[config.mk]
export PLATFORM = sky130hd
export DESIGN_NAME = four_bit_adder
export DESIGN_NICKNAME = d
export VERILOG_FILES = /design/src/rtl/four_bit_adder.sv
export SDC_FILE = /design/constraint.sdc
export NUM_CORES = 1
export LEC_CHECK = 0
export BUFFER_PORTS_ARGS = -buffer_cell sky130_fd_sc_hd__buf_2
export CAP_MARGIN = 20
export CORE_AREA = 2 2 39 41
export CTS_CLUSTER_SIZE = 10
export DETAILED_ROUTE_END_ITERATION = 10
export DIE_AREA = 0 0 41 43
export GPL_TIMING_DRIVEN = 0
export PLACE_DENSITY = 0.66
export SYNTH_ARGS = -nofsm -noshare
export SYNTH_HDL_FRONTEND = slang
export SYNTH_SLANG_ARGS = --single-unit
[constraint.sdc]
create_clock -name clk -period 3.07 [get_ports clk]
set_input_delay 0.614 -clock clk [delete_from_list [all_inputs] [get_ports clk]]
set_output_delay 0.614 -clock clk [all_outputs]
set_load 0.03 [all_outputs]
[src/rtl/four_bit_adder.sv]
// Purpose: 4-bit ripple-carry adder with combinational sum/carry/overflow and a registered result copy.
// Latency: combinational outputs 0 cycles; registered copy 1 cycle after in_valid is sampled high.
// Backpressure: none; one result accepted per clock whenever in_valid is high.
//
// Ports:
//   clk, rst_n       clock for the registered path; asynchronous active-low reset
//   x, y, carry_in   unsigned addends ([0:3], index 0 = MSB) and carry into the LSB
//   in_valid         qualifies x/y/carry_in for capture into the registered path
//   sum, carry_out   combinational sum bits and carry out of the MSB slice
//   overflow         combinational two's-complement overflow
//   sum_q, carry_out_q, overflow_q, valid_q   registered copies and result-valid flag
module four_bit_adder (
  input  logic       clk,
  input  logic       rst_n,
  input  logic [0:3] x,
  input  logic [0:3] y,
  input  logic       carry_in,
  input  logic       in_valid,
  output logic [0:3] sum,
  output logic       carry_out,
  output logic       overflow,
  output logic [0:3] sum_q,
  output logic       carry_out_q,
  output logic       overflow_q,
  output logic       valid_q
);

  // Carry chain: c[4] feeds the LSB slice (index 3), c[i] is the carry out
  // of slice i, so c[0] is the final carry and c[1] the carry into the MSB.
  logic [0:4] c;
  logic [0:3] s;

  // Kept in one block so the chain is evaluated in ripple order.
  always_comb begin
    c    = '0;
    s    = '0;
    c[4] = carry_in;
    for (int i = 3; i >= 0; i--) begin
      s[i] = x[i] ^ y[i] ^ c[i+1];
      c[i] = (x[i] & y[i]) | (c[i+1] & (x[i] ^ y[i]));
    end
  end

  assign sum       = s;
  assign carry_out = c[0];
  // Signed overflow: carry into the sign slice differs from carry out of it.
  assign overflow  = c[1] ^ c[0];

  // Registered copy: results hold while in_valid is low; only valid_q drops.
  always_ff @(posedge clk or negedge rst_n) begin
    if (!rst_n) begin
      sum_q       <= '0;
      carry_out_q <= 1'b0;
      overflow_q  <= 1'b0;
      valid_q     <= 1'b0;
    end else begin
      valid_q <= in_valid;
      if (in_valid) begin
        sum_q       <= sum;
        carry_out_q <= carry_out;
        overflow_q  <= overflow;
      end
    end
  end

endmodule

=== Yosys cells after proc, flatten, opt, wreduce, memory -nomap -nowiden ===
Cells that the tools add are included.

* Bits in read-only memories: 0
* Bits of input ports: 12
* Memories kept: 0
* Word-level logic and storage cells: 25
* Output and inout port bits: 13
* Latch bits: 0
* Register bits: 7
* Memory bits (writable): 0

* Reductions and logical operators: 0
* Shifts and indexed selects: 0
* Bitwise operators: 21
* Muxes and demuxes: 0
* Div/mod/pow operators: 0
* Multiply operators: 0
* $lt $le $gt $ge: 0
* $add $sub $neg: 0
* Equality and inequality tests: 0

{| class="wikitable"
|+ Operators by type and width
! operator !! count
|-
| $xor A1 B1 Y1 || 9
|-
| $and A1 B1 Y1 || 8
|-
| $or A1 B1 Y1 || 4
|}

=== Depth between registers and ports, before layout ===
* Depth in word-level cells: 10
* Mapped depth: 9
* Depth with buffers taken out: 9

=== Worst setup path after synthesis ===
Ideal clock, no wire load.

* Kind: input -> output
* Start point: in y[3] (netlist bit)
* End point: out overflow
* Buffers on the path: 0
* Arrival time: 2.431 ns
* Required time: 2.456 ns
* Stages on the path: 8
* Setup slack: 0.025 ns
* Cells stage by stage: fa_1 -> inv_1 -> fa_1 -> inv_1 -> fa_1 -> inv_1 -> fa_1 -> xnor2_1

* Cells in the longest elaborated chain, start to end: 10
* Elaborated cells between the ends (all ways): 11
* Those cells by class: bitwise: 11

{| class="wikitable"
|+ RTL lines
! element !! RTL line !! source
|-
| from (decl) || 16 || <nowiki>input logic [0:3] y,</nowiki>
|-
| $xor A1 B1 Y1 || 40 || <nowiki>c[i] = (x[i] & y[i]) | (c[i+1] & (x[i] ^ y[i]));</nowiki>
|-
| $and A1 B1 Y1 || 40 ||
|-
| $or A1 B1 Y1 (*) || 40 ||
|-
| $and A1 B1 Y1 (*) || 40 ||
|-
| $or A1 B1 Y1 (*) || 40 ||
|-
| $and A1 B1 Y1 (*) || 40 ||
|-
| $or A1 B1 Y1 (*) || 40 ||
|-
| $and A1 B1 Y1 || 40 ||
|-
| $or A1 B1 Y1 || 40 ||
|-
| $xor A1 B1 Y1 (*) || 47 || <nowiki>assign overflow = c[1] ^ c[0];</nowiki>
|-
| to (decl) || 21 || <nowiki>output logic overflow,</nowiki>
|}

Every way passes the cells marked *; elsewhere a longest branch is shown, timed or not.

=== Final worst setup path ===
* Start point: in y[3] (netlist bit)
* End point: out sum[0] (netlist bit)

* Cells in the longest elaborated chain, start to end: 8
* Elaborated cells between the ends (all ways): 9
* Those cells by class: bitwise: 9

{| class="wikitable"
|+ RTL lines
! element !! RTL line !! source
|-
| $xor A1 B1 Y1 || 40 ||
|-
| $and A1 B1 Y1 || 40 ||
|-
| $or A1 B1 Y1 (*) || 40 ||
|-
| $and A1 B1 Y1 (*) || 40 ||
|-
| $or A1 B1 Y1 (*) || 40 ||
|-
| $and A1 B1 Y1 (*) || 40 ||
|-
| $or A1 B1 Y1 (*) || 40 ||
|-
| $xor A1 B1 Y1 (*) || 39 || <nowiki>s[i] = x[i] ^ y[i] ^ c[i+1];</nowiki>
|-
| to (decl) || 19 || <nowiki>output logic [0:3] sum,</nowiki>
|}

Marked as above.

==> results.md <==
- Status: finished clean
- Tmin final: 3.03 ns
- Setup Skew: 0 ns
- CP Class: input pin to primary output
- Reg power frac: 32.6%
- Layout cells sized above 1: 65.5%
- Clk pin slew, worst setup/hold paths: 0.05 ns
- Nets: 75
- Vias: 294
- WL final: 708 um
- Slowest-stage cell, CP: fa_1
- Most common cell after layout, fill and taps aside: buf_2
- Worst-path maximum fanout: 2
- Worst slack, placed: -0.0975 ns
- Final Hold Viols: 0
- CTS Buf Count: 3
- Combinational Power Share: 44.2%
- Cells after Synth: 29
- Critical Path Max Stage Delay: 0.41 ns
- Die area: 1760 sq um
- Crit Reg-Reg Startpoint: overflow_q
- Vias in the first global route: 261
- Starting density of the core: 27.8%
- Delay-heaviest family, CP: adder cells
- Largest net degree at the start of global routing: 8
- Peak supply drop: 224 uV
- Die Y: 43 um
- Crit. Startpoint: y[3]
- Port Buffers: 24
- RSZ-0062 raised after global routing: yes
- Share of the synthesized area in the top cell type: 45.6%
- Total power: 0.000361 W
- Net Switching: 0.000142 W
- Sw Ratio: 39.2%
- First-pass GRT wire length: 1080 um
- Worst Path Buf+Inv: 6
- Total track usage: 9.16%
- CP required: 2.46 ns
- Average cell area after synthesis: 13.2 sq um
- Core Rows: 14
- CP Launch Type: input pin
- Max-slew violation count: 0
- Hold-fix buffers, CTS: 0
- CTS tree: done
- I/O Pins: 25
- Reg2Reg Capture Point: overflow_q
- DR vias/cell: 3.97
- Fmax: 0.330 GHz
- Max-Cap Viols: 0
- Reg2reg setup slack: 2.31 ns
- CTS sink count: 7
- Arrival time of the worst setup path: 2.41 ns
- Top cell by count, worst path: fa_1
- Remaining global-route overflow: 0
- Flop and latch count out of synthesis: 7
- Crit path cell chain: buf_2 -> fa_1 -> inv_1 -> fa_1 -> inv_1 -> fa_2 -> inv_2 -> fa_1 -> inv_2 -> buf_6
- H-tree Lvls: 1
- DR pass1 iterations: 1
- Worst Max-Slew Pin Slew: 0.188 ns
- DRC: 0
- Distinct cells, synth: 7
- Core area: 1380 sq um
- LEAKAGE: 0.315 nW
- Post-route ant nets: 0
- Synth area leader: dfrtp_1
- Initial DRC count: 0
- Register area share after synthesis: 45.6%
- Root Buffer: clkbuf_4
- Ranking of synthesized cells by area: dfrtp_1 46%, fa_1 21%, mux2_2 15%
- Area grow syn2layout: 48.2%
- Yosys warning count: 0
- Highest-count cells in the layout ignoring fill and taps: 22 x buf_2, 8 x inv_1, 7 x dfrtp_1, 5 x mux2_2
- N_diodes: 0
- Initial antenna violation count: 0
- Net Count, Synth: 45
- Avg WL per Cell: 9.57 um
- Internal: 0.000220 W
- Crit. End Element: primary output
- Final setup viols: 0
- Worst reg-to-reg path cell count: 1
- Synth Cell Area: 384 sq um
- Fin crit share: 98.7%
- Clock latency on the worst-skew pair: 0.25 ns
- HP Class: input pin to asynchronous set/reset pin
- Post-DP HPWL: 599 um
- Worst Setup Slack, final: 0.0413 ns
- Clock power frac: 23.2%
- GP Congestion: 0.681
- Worst rel slew slack: 87.4%
- Power density over the cells: 635 nW/um^2
- Clock Path Buffers: 2
- Die Wd: 41 um
## worst max path at each step
stage	end	slack (ns)	cells past startpoint
3_3_place_gp	sum[0]	-0.1	10
6_report	sum[0]	0.04	10
5_1_grt	overflow	-0.04	10
3_5_place_dp	sum[0]	-0.1	10
2_1_floorplan	overflow	0.02	8
4_1_cts	sum[0]	0.007	10
## per-stage QoR
| stage | hold slack, ns | setup TNS [ns] | util (%) | cells | instance area (sq um) |
|---|---|---|---|---|---|
| floorplan | 0.318 | 0 | - | 29 | 384 |
| global placement | 0.452 | -0.0977 | 37.9 | 69 | 524 |
| detailed placement | 0.462 | -0.105 | 37.9 | 69 | 524 |
| CTS | 0.191 | 0 | 40.4 | 73 | 559 |
| global route | 0.190 | -0.0785 | 41.1 | 74 | 569 |
| finish | 0.193 | 0 | 41.1 | 74 | 569 |
## synth_stat cells
library cell	count
fa_1	4
xnor2_1	1
mux2_4	1
mux2_2	5
inv_1	10
dfrtp_1	7
buf_6	1
## registers in the layout, summed over array words and instances (netlist names)
name and flops:
valid_q 1, overflow_q 1, sum_q 4, carry_out_q 1
## what timing repair did
action	4_1_cts	5_1_grt
endpoints found under the setup margin	2	2
setup buffers	0	1
gates resized for setup	3	3
## metal layers
layer	vias to the layer above	global-route usage, %	wire [um]
li1	142	-	-
met1	141	12.8	292
met2	11	12.5	353
met3	0	3.14	61
met4	0	4.00	0
met5	-	0	0
## area by class of cell
type | count | area [sq um]
inverter | 10 | 37.5
timing repair buffer | 25 | 136
tap | 16 | 20.0
buffer | 1 | 11.3
fill | 138 | 815
sequential | 7 | 175
multi-input combinational | 11 | 163
clock buffer | 4 | 26.3
## power groups by stage
| stage | Clock (W) | Sequential, W | Combinational [W] |
|---|---|---|---|
| 2_1_floorplan | 0 | 0.000156 | 0.0000701 |
| 3_3_place_gp | 0 | 0.000119 | 0.000149 |
| 3_5_place_dp | 0 | 0.000119 | 0.000151 |
| 4_1_cts | 0.0000877 | 0.000118 | 0.000156 |
| 5_1_grt | 0.0000922 | 0.000120 | 0.000170 |
| 6_report | 0.0000838 | 0.000118 | 0.000160 |
## logic make-up (layout without fill, tap and decap cells)
group,after synthesis,after routing,share of synthesized area (%)
buf+inv,11,40,12.7
flops,7,7,45.6
mux,6,6,18.6
fa+ha+maj,4,4,20.8
xor+xnor,1,1,2.28
Power figures use the tool's default switching activity.
